File: config.mk
export PLATFORM = sky130hd
export DESIGN_NAME = goal_detector_flat
export DESIGN_NICKNAME = d
export VERILOG_FILES = /design/src/rtl/soccer_pkg.sv /design/src/rtl/goal_detector_if.sv /design/src/rtl/goal_detector_zone_cmp.sv /design/src/rtl/goal_detector.sv /design/src/flat_wrapper.sv
export SDC_FILE = /design/constraint.sdc
export NUM_CORES = 1
export LEC_CHECK = 0
export ABC_AREA = 1
export CORE_ASPECT_RATIO = 0.6
export CORE_UTILIZATION = 45
export CTS_BUF_LIST = sky130_fd_sc_hd__clkbuf_8
export DETAILED_ROUTE_END_ITERATION = 7
export PLACE_DENSITY = 0.78
export SYNTH_ARGS = -nofsm -noshare
export SYNTH_HDL_FRONTEND = slang
export SYNTH_HIERARCHICAL = 1
export SYNTH_SLANG_ARGS = --single-unit
File: constraint.sdc
create_clock -name clk -period 1.18 [get_ports clk]
set_input_delay 0.295 -clock clk [delete_from_list [all_inputs] [get_ports clk]]
set_output_delay 0.295 -clock clk [all_outputs]
set_load 0.01 [all_outputs]
File: src/rtl/soccer_pkg.sv
// soccer_pkg
// Shared types and default playfield constants for the soccer game blocks
// (ball physics, goal detection, rendering).
//   side_t       : which goal was scored into (none / left / right)
//   goal_state_t : goal-detector sequencing states
//   DEF_*        : default screen / goal geometry used across blocks
package soccer_pkg;

    typedef enum logic [1:0] {
        SIDE_NONE,
        SIDE_LEFT,
        SIDE_RIGHT
    } side_t;

    typedef enum logic [1:0] {
        ST_PLAY,
        ST_CONFIRM,
        ST_CELEBRATE,
        ST_RESPAWN
    } goal_state_t;

    localparam int DEF_SCREEN_W    = 640;
    localparam int DEF_SCREEN_H    = 480;
    localparam int DEF_GOAL_W      = 40;
    localparam int DEF_GOAL_TOP    = 320;
    localparam int DEF_BALL_SIZE   = 16;
    localparam int DEF_HOLD_FRAMES = 60;
    localparam int DEF_POS_W       = 10;

endpackage

File: src/rtl/goal_detector_if.sv
// goal_detector_if
// Bundles the per-frame ball position coming from the physics block and the
// goal/freeze/respawn signals going back to physics and the scoreboard.
//   master : upstream/environment side (drives tick, active flag, position)
//   slave  : goal_detector side (drives goal pulses, freeze, respawn, scorer)
interface goal_detector_if
    import soccer_pkg::*;
#(
    parameter int POS_W = DEF_POS_W
);
    logic             frame_tick;
    logic             game_active;
    logic [POS_W-1:0] ball_x;
    logic [POS_W-1:0] ball_y;
    logic             goal_player1;
    logic             goal_player2;
    logic             freeze;
    logic             ball_reset;
    side_t            last_scorer;

    modport master (
        output frame_tick, game_active, ball_x, ball_y,
        input  goal_player1, goal_player2, freeze, ball_reset, last_scorer
    );

    modport slave (
        input  frame_tick, game_active, ball_x, ball_y,
        output goal_player1, goal_player2, freeze, ball_reset, last_scorer
    );

endinterface

File: src/rtl/goal_detector_zone_cmp.sv
// goal_zone_cmp
// Purely combinational goal-mouth test for one side of the pitch.
//   Left side : ball right edge (x + BALL_SIZE) <= EDGE_X and y >= GOAL_TOP
//   Right side: ball left edge  x               >= EDGE_X and y >= GOAL_TOP
// Ports:
//   i_ball_x, i_ball_y : ball top-left corner
//   o_in_zone          : ball lies fully inside this goal mouth
module goal_zone_cmp #(
    parameter int POS_W     = 10,
    parameter bit IS_LEFT   = 1'b1,
    parameter int EDGE_X    = 40,
    parameter int GOAL_TOP  = 320,
    parameter int BALL_SIZE = 16
) (
    input  logic [POS_W-1:0] i_ball_x,
    input  logic [POS_W-1:0] i_ball_y,
    output logic             o_in_zone
);
    // One extra bit so x + BALL_SIZE can never wrap.
    localparam logic [POS_W:0] C_EDGE = (POS_W+1)'(EDGE_X);
    localparam logic [POS_W:0] C_TOP  = (POS_W+1)'(GOAL_TOP);
    localparam logic [POS_W:0] C_SIZE = (POS_W+1)'(BALL_SIZE);

    logic [POS_W:0] w_x_ext;
    logic [POS_W:0] w_far_x;
    logic           w_y_ok;

    always_comb begin
        w_x_ext = {1'b0, i_ball_x};
        w_far_x = w_x_ext + C_SIZE;
        w_y_ok  = ({1'b0, i_ball_y} >= C_TOP);
        if (IS_LEFT) begin
            o_in_zone = (w_far_x <= C_EDGE) && w_y_ok;
        end else begin
            o_in_zone = (w_x_ext >= C_EDGE) && w_y_ok;
        end
    end

endmodule

File: src/rtl/goal_detector.sv
// goal_detector
// Turns per-frame ball position into scoreboard goal events. A goal needs two
// consecutive qualifying frame ticks on the same side; it then emits a
// one-cycle goal pulse, freezes play for HOLD_FRAMES ticks and requests a
// one-cycle ball respawn.
// Ports:
//   clk   : system clock
//   reset : asynchronous, active-high
//   bus   : goal_detector_if.slave
//           in : frame_tick, game_active, ball_x, ball_y
//           out: goal_player1 (right goal), goal_player2 (left goal),
//                freeze, ball_reset, last_scorer (all registered)
module goal_detector
    import soccer_pkg::*;
#(
    parameter int SCREEN_W    = DEF_SCREEN_W,
    parameter int GOAL_W      = DEF_GOAL_W,
    parameter int GOAL_TOP    = DEF_GOAL_TOP,
    parameter int BALL_SIZE   = DEF_BALL_SIZE,
    parameter int HOLD_FRAMES = DEF_HOLD_FRAMES,
    parameter int POS_W       = DEF_POS_W
) (
    input  logic          clk,
    input  logic          reset,
    goal_detector_if.slave bus
);
    localparam int                CNT_W       = $clog2(HOLD_FRAMES + 1);
    localparam logic [CNT_W-1:0] C_HOLD_LOAD = CNT_W'(HOLD_FRAMES - 1);

    goal_state_t      r_state,  w_state_nxt;
    side_t            r_side,   w_side_nxt;
    logic [CNT_W-1:0] r_cnt,    w_cnt_nxt;
    logic             r_goal_p1, w_goal_p1_nxt;
    logic             r_goal_p2, w_goal_p2_nxt;
    logic             r_freeze,  w_freeze_nxt;
    logic             r_ball_reset, w_ball_reset_nxt;
    side_t            r_last,    w_last_nxt;

    logic w_in_left;
    logic w_in_right_raw;
    logic w_in_right;
    logic w_still_in;

    goal_zone_cmp #(
        .POS_W     (POS_W),
        .IS_LEFT   (1'b1),
        .EDGE_X    (GOAL_W),
        .GOAL_TOP  (GOAL_TOP),
        .BALL_SIZE (BALL_SIZE)
    ) u_zone_left (
        .i_ball_x  (bus.ball_x),
        .i_ball_y  (bus.ball_y),
        .o_in_zone (w_in_left)
    );

    goal_zone_cmp #(
        .POS_W     (POS_W),
        .IS_LEFT   (1'b0),
        .EDGE_X    (SCREEN_W - GOAL_W),
        .GOAL_TOP  (GOAL_TOP),
        .BALL_SIZE (BALL_SIZE)
    ) u_zone_right (
        .i_ball_x  (bus.ball_x),
        .i_ball_y  (bus.ball_y),
        .o_in_zone (w_in_right_raw)
    );

    // Left wins if a narrow pitch ever lets both tests pass together.
    assign w_in_right = w_in_right_raw & ~w_in_left;

    assign w_still_in = ((r_side == SIDE_LEFT)  && w_in_left) ||
                        ((r_side == SIDE_RIGHT) && w_in_right);

    always_comb begin
        w_state_nxt      = r_state;
        w_side_nxt       = r_side;
        w_cnt_nxt        = r_cnt;
        w_goal_p1_nxt    = 1'b0;
        w_goal_p2_nxt    = 1'b0;
        w_ball_reset_nxt = 1'b0;
        w_last_nxt       = r_last;

        if (!bus.game_active) begin
            // Abort: drop any sequence silently, keep the last scorer.
            w_state_nxt = ST_PLAY;
            w_side_nxt  = SIDE_NONE;
            w_cnt_nxt   = '0;
        end else begin
            unique case (r_state)
                ST_PLAY: begin
                    if (bus.frame_tick) begin
                        if (w_in_left) begin
                            w_side_nxt  = SIDE_LEFT;
                            w_state_nxt = ST_CONFIRM;
                        end else if (w_in_right) begin
                            w_side_nxt  = SIDE_RIGHT;
                            w_state_nxt = ST_CONFIRM;
                        end
                    end
                end
                ST_CONFIRM: begin
                    if (bus.frame_tick) begin
                        if (w_still_in) begin
                            w_state_nxt = ST_CELEBRATE;
                            w_cnt_nxt   = C_HOLD_LOAD;
                            w_last_nxt  = r_side;
                            // Player 1 attacks the right goal.
                            w_goal_p1_nxt = (r_side == SIDE_RIGHT);
                            w_goal_p2_nxt = (r_side == SIDE_LEFT);
                        end else begin
                            // A ball now in the opposite goal does not
                            // re-arm on this tick; it must qualify twice
                            // starting from PLAY.
                            w_state_nxt = ST_PLAY;
                            w_side_nxt  = SIDE_NONE;
                        end
                    end
                end
                ST_CELEBRATE: begin
                    if (bus.frame_tick) begin
                        if (r_cnt == '0) begin
                            w_state_nxt      = ST_RESPAWN;
                            w_ball_reset_nxt = 1'b1;
                        end else begin
                            w_cnt_nxt = r_cnt - CNT_W'(1);
                        end
                    end
                end
                ST_RESPAWN: begin
                    w_state_nxt = ST_PLAY;
                    w_side_nxt  = SIDE_NONE;
                end
                default: begin
                    w_state_nxt = ST_PLAY;
                    w_side_nxt  = SIDE_NONE;
                end
            endcase
        end

        w_freeze_nxt = (w_state_nxt == ST_CELEBRATE) ||
                       (w_state_nxt == ST_RESPAWN);
    end

    always_ff @(posedge clk or posedge reset) begin
        if (reset) begin
            r_state      <= ST_PLAY;
            r_side       <= SIDE_NONE;
            r_cnt        <= '0;
            r_goal_p1    <= 1'b0;
            r_goal_p2    <= 1'b0;
            r_freeze     <= 1'b0;
            r_ball_reset <= 1'b0;
            r_last       <= SIDE_NONE;
        end else begin
            r_state      <= w_state_nxt;
            r_side       <= w_side_nxt;
            r_cnt        <= w_cnt_nxt;
            r_goal_p1    <= w_goal_p1_nxt;
            r_goal_p2    <= w_goal_p2_nxt;
            r_freeze     <= w_freeze_nxt;
            r_ball_reset <= w_ball_reset_nxt;
            r_last       <= w_last_nxt;
        end
    end

    assign bus.goal_player1 = r_goal_p1;
    assign bus.goal_player2 = r_goal_p2;
    assign bus.freeze       = r_freeze;
    assign bus.ball_reset   = r_ball_reset;
    assign bus.last_scorer  = r_last;

endmodule

File: src/flat_wrapper.sv
// flat-port wrapper written by rule: the top's interface ports become plain ports
module goal_detector_flat import soccer_pkg::*;
#(
    parameter int SCREEN_W    = DEF_SCREEN_W,
    parameter int GOAL_W      = DEF_GOAL_W,
    parameter int GOAL_TOP    = DEF_GOAL_TOP,
    parameter int BALL_SIZE   = DEF_BALL_SIZE,
    parameter int HOLD_FRAMES = DEF_HOLD_FRAMES,
    parameter int POS_W       = DEF_POS_W
)
  (clk, reset, bus_frame_tick, bus_game_active, bus_ball_x, bus_ball_y, bus_goal_player1, bus_goal_player2, bus_freeze, bus_ball_reset, bus_last_scorer);
  goal_detector_if #(.POS_W(POS_W)) bus_i ();
  input  logic clk;
  input  logic reset;
  input wire logic [$bits(bus_i.frame_tick)-1:0] bus_frame_tick;
  input wire logic [$bits(bus_i.game_active)-1:0] bus_game_active;
  input wire logic [$bits(bus_i.ball_x)-1:0] bus_ball_x;
  input wire logic [$bits(bus_i.ball_y)-1:0] bus_ball_y;
  output wire logic [$bits(bus_i.goal_player1)-1:0] bus_goal_player1;
  output wire logic [$bits(bus_i.goal_player2)-1:0] bus_goal_player2;
  output wire logic [$bits(bus_i.freeze)-1:0] bus_freeze;
  output wire logic [$bits(bus_i.ball_reset)-1:0] bus_ball_reset;
  output wire logic [$bits(bus_i.last_scorer)-1:0] bus_last_scorer;
  assign bus_i.frame_tick = bus_frame_tick;
  assign bus_i.game_active = bus_game_active;
  assign bus_i.ball_x = bus_ball_x;
  assign bus_i.ball_y = bus_ball_y;
  assign bus_goal_player1 = bus_i.goal_player1;
  assign bus_goal_player2 = bus_i.goal_player2;
  assign bus_freeze = bus_i.freeze;
  assign bus_ball_reset = bus_i.ball_reset;
  assign bus_last_scorer = bus_i.last_scorer;
  goal_detector #(.SCREEN_W(SCREEN_W), .GOAL_W(GOAL_W), .GOAL_TOP(GOAL_TOP), .BALL_SIZE(BALL_SIZE), .HOLD_FRAMES(HOLD_FRAMES), .POS_W(POS_W)) u_core (.clk(clk), .reset(reset), .bus(bus_i));
endmodule
==> results.txt <==
Crit end category -> flop
CP Data Required Time -> 1.37 ns
CTS Buffer Depth -> 2
Maxcap violations -> 0
Fillers -> 122
Power per cell area -> 891 nW/um2
Clock transition at path regs -> 0.06 ns
Placement Cell Area -> 1600 um2
DRT iter0 DRCs -> 174
Slew margin rel. -> 0.733
Max Fclk -> 556 MHz
Num CTS Buffers -> 3
CTS Root Buffer Type -> clkbuf_8
Hpwl dp -> 2480 um
Global routing met3 resource utilization -> 0.0597
Clk_lat worst skew -> 0.25 ns
Remaining antenna violation count -> 0
Arr. time, crit path -> 1.99 ns
Pin count of the biggest net entering global routing -> 17
H-tree Lvls -> 1
First-pass iteration count of the detailed router -> 5
Mapped cell area -> 1100 um2
Met1 usage -> 0.384
Remaining global-route overflow -> 0
Final Util -> 0.815
Syn Nets -> 185
Drt wl/cell -> 17.4 um
Fin area -> 1830 um2
Flop-to-flop setup slack -> -0.25 ns
Critical path class -> input pin to flop
Maximum vdd drop -> 0.592 mV
First-pass GRT wire length -> 5460 um
Count of cell types in the netlist -> 27
Chip height -> 40.3 um
Hold Path Class -> input pin to async pin
Initial antenna violation count -> 0
CTS tree -> done
RSZ-0062 raised after global routing -> true
FF-to-FF Start -> u_core/r_state[0]
Die area -> 2660 um2
Yosys warning count -> 6
Share of cells above drive strength 1 -> 0.423
Flip-flop and latch area -> 400 um2
CP max FO -> 4
Setup slack at placement -> -1.19 ns
Layout area overhead -> 66.3%
Outcome -> finished, violations left
Core region area -> 2240 um2
WL final -> 4260 um
RD Place Congestion -> 0.834
Final min period -> 1.80 ns
Worst Setup SP -> bus_ball_x[5]
Non-Filler Instances -> 245
Clk_skew -> 0.00255 ns
Top-Level Pins -> 30
Mean post-synth cell area -> 6.97 um2
GR Util met2 -> 0.505
Port Buf Inserts -> 23
Slew Limit Fails -> 0
Hold-fix buffers at CTS -> 0
Pleak -> 0.00101 uW
Final-stage net count -> 243
Critical path endpoint -> u_core/r_cnt[2]
Final setup fails -> 16
Antenna diodes -> 0
DIE WIDTH -> 65.9 um
Slew @ Worst Pin -> 0.397 ns
Total GRT Usage -> 0.293
Final TNS setup -> -7.73 ns
Placed cell count -> 235
Top Usage Layer GRT -> met2
Multi-input gate area -> 734 um2
Syn Inst Count -> 158
Vias -> 1402
Share of the yosys chip area belonging to registers -> 0.364
Starting density of the core -> 0.491
Flops & latches, synth -> 16
Row count -> 13
Final hold violation count -> 0
Drt drc -> 0
PnR worst setup slack -> -0.620 ns
Vias/cell -> 5.72
CTS Sinks -> 16
Reg-to-reg critical path endpoint -> u_core/r_cnt[2]
Final Cycle Share -> 1.53
Number of global-route vias before repair -> 1145
Startpoint Class -> input pin
R2R cell count -> 6
Failing checks -> negative setup slack
==> timing repair <==
action / in CTS / in global routing
setup buffers: 5 / 3
cloned: 0 / 0
endpoints found under the setup margin: 22 / 20
pin swaps: 13 / 25
resized for setup: 39 / 37
==> registers in the layout, indices dropped and copies added, names as in the netlist <==
| name | flops |
|---|---|
| u_core/bus.ball_reset | 1 |
| u_core/bus.last_scorer | 2 |
| u_core/bus.goal_player1 | 1 |
| u_core/r_side | 2 |
| u_core/bus.freeze | 1 |
| u_core/r_state | 2 |
| u_core/bus.goal_player2 | 1 |
| u_core/r_cnt | 6 |
==> synthesized netlist by cell type <==
cell / number / area, um2
nor2_1: 16 / 60.1
dfrtp_1: 16 / 400
a21oi_2: 4 / 35.0
inv_1: 21 / 78.8
nor3_1: 1 / 5.00
nand2_2: 5 / 31.3
nor2_2: 3 / 18.8
nor2_4: 1 / 11.3
a31oi_1: 2 / 12.5
nor4_1: 1 / 6.26
nor3_2: 1 / 10.0
nand2_4: 2 / 22.5
nand4_1: 5 / 31.3
o21ai_1: 4 / 20.0
o211ai_1: 1 / 7.51
nand3_1: 7 / 35.0
buf_2: 1 / 5.00
ha_1: 3 / 37.5
o21bai_1: 1 / 7.51
nand2_1: 48 / 180
or2_1: 1 / 6.26
inv_2: 5 / 18.8
o21ai_0: 3 / 15.0
clkinv_1: 1 / 3.75
nand3b_1: 2 / 15.0
a21oi_1: 2 / 10.0
a21oi_4: 1 / 16.3
==> cells by family after synthesis <==
family,after synthesis,synth area share
AOI/OAI and AO/OA,18,0.113
and+or+nand+nor,93,0.393
DFF,16,0.364
adders and majority gates,3,0.0341
buffers and inverters,28,0.0966
==> layout by cell type (no fill, tap or decap), types with 2 or more instances in the layout <==
cell type	count
a21oi_2	6
a31oi_1	2
buf_4	31
clkbuf_2	2
clkbuf_8	4
clkdlybuf4s15_1	4
clkdlybuf4s50_1	2
dfrtp_1	16
dlygate4sd2_1	2
dlymetal6s2s_1	11
ha_4	3
inv_1	18
inv_2	7
nand2_1	37
nand2_2	14
nand2_4	4
nand3_1	4
nand3_2	3
nand3b_1	2
nand4_1	5
nor2_1	9
nor2_2	7
nor2_4	4
o21ai_1	5
==> critical path, stage by stage <==
cell     delay [ns]
buf_12         0.11
buf_6          0.11
ha_4           0.16
inv_2          0.06
nor2_2         0.04
nor2_2         0.12
nand3_2        0.12
nor2_4         0.21
nand3_2        0.13
nand2_2        0.12
nand2_4        0.10
a21oi_4        0.23
nand2_1        0.08
nand2_1        0.09
==> power by group <==
group          switching (uW)  leakage [uW]  internal (uW)  total (uW)
Clock                     190     0.0000288            296         486
Combinational             292      0.000765            239         532
Sequential               29.5      0.000213            584         614
Total                     512       0.00101           1120        1630
==> per-layer routing <==
| layer | vias to the layer above | routed length, um |
|---|---|---|
| li1 | 611 | - |
| met1 | 639 | 1670 |
| met2 | 114 | 1840 |
| met4 | 0 | 237 |
| met3 | 38 | 513 |
| met5 | - | 0 |
==> worst min-delay path by stage <==
stage | end | cells past startpoint
after floorplan | u_core/bus.ball_reset | 1
after global placement | u_core/bus.last_scorer[1] | 2
after detailed placement | u_core/bus.last_scorer[1] | 2
after CTS | u_core/r_cnt[4] | 3
after global routing | u_core/r_cnt[4] | 3
final | u_core/bus.ball_reset | 3
==> area by class of cell <==
cell class / count / area share
sequential: 16 / 0.219
inverter: 27 / 0.0622
timing repair buffer: 54 / 0.267
tap: 30 / 0.0205
clock buffer: 4 / 0.0301
multi-input combinational: 114 / 0.401
==> metrics by stage <==
stage	power, uW	hold slack [ns]
2_1_floorplan	831	0.209
5_1_grt	1690	0.414
4_1_cts	1580	0.357
6_report	1630	0.351
3_3_place_gp	1040	0.481
3_5_place_dp	1060	0.510
(Power assumes the default switching activity.)
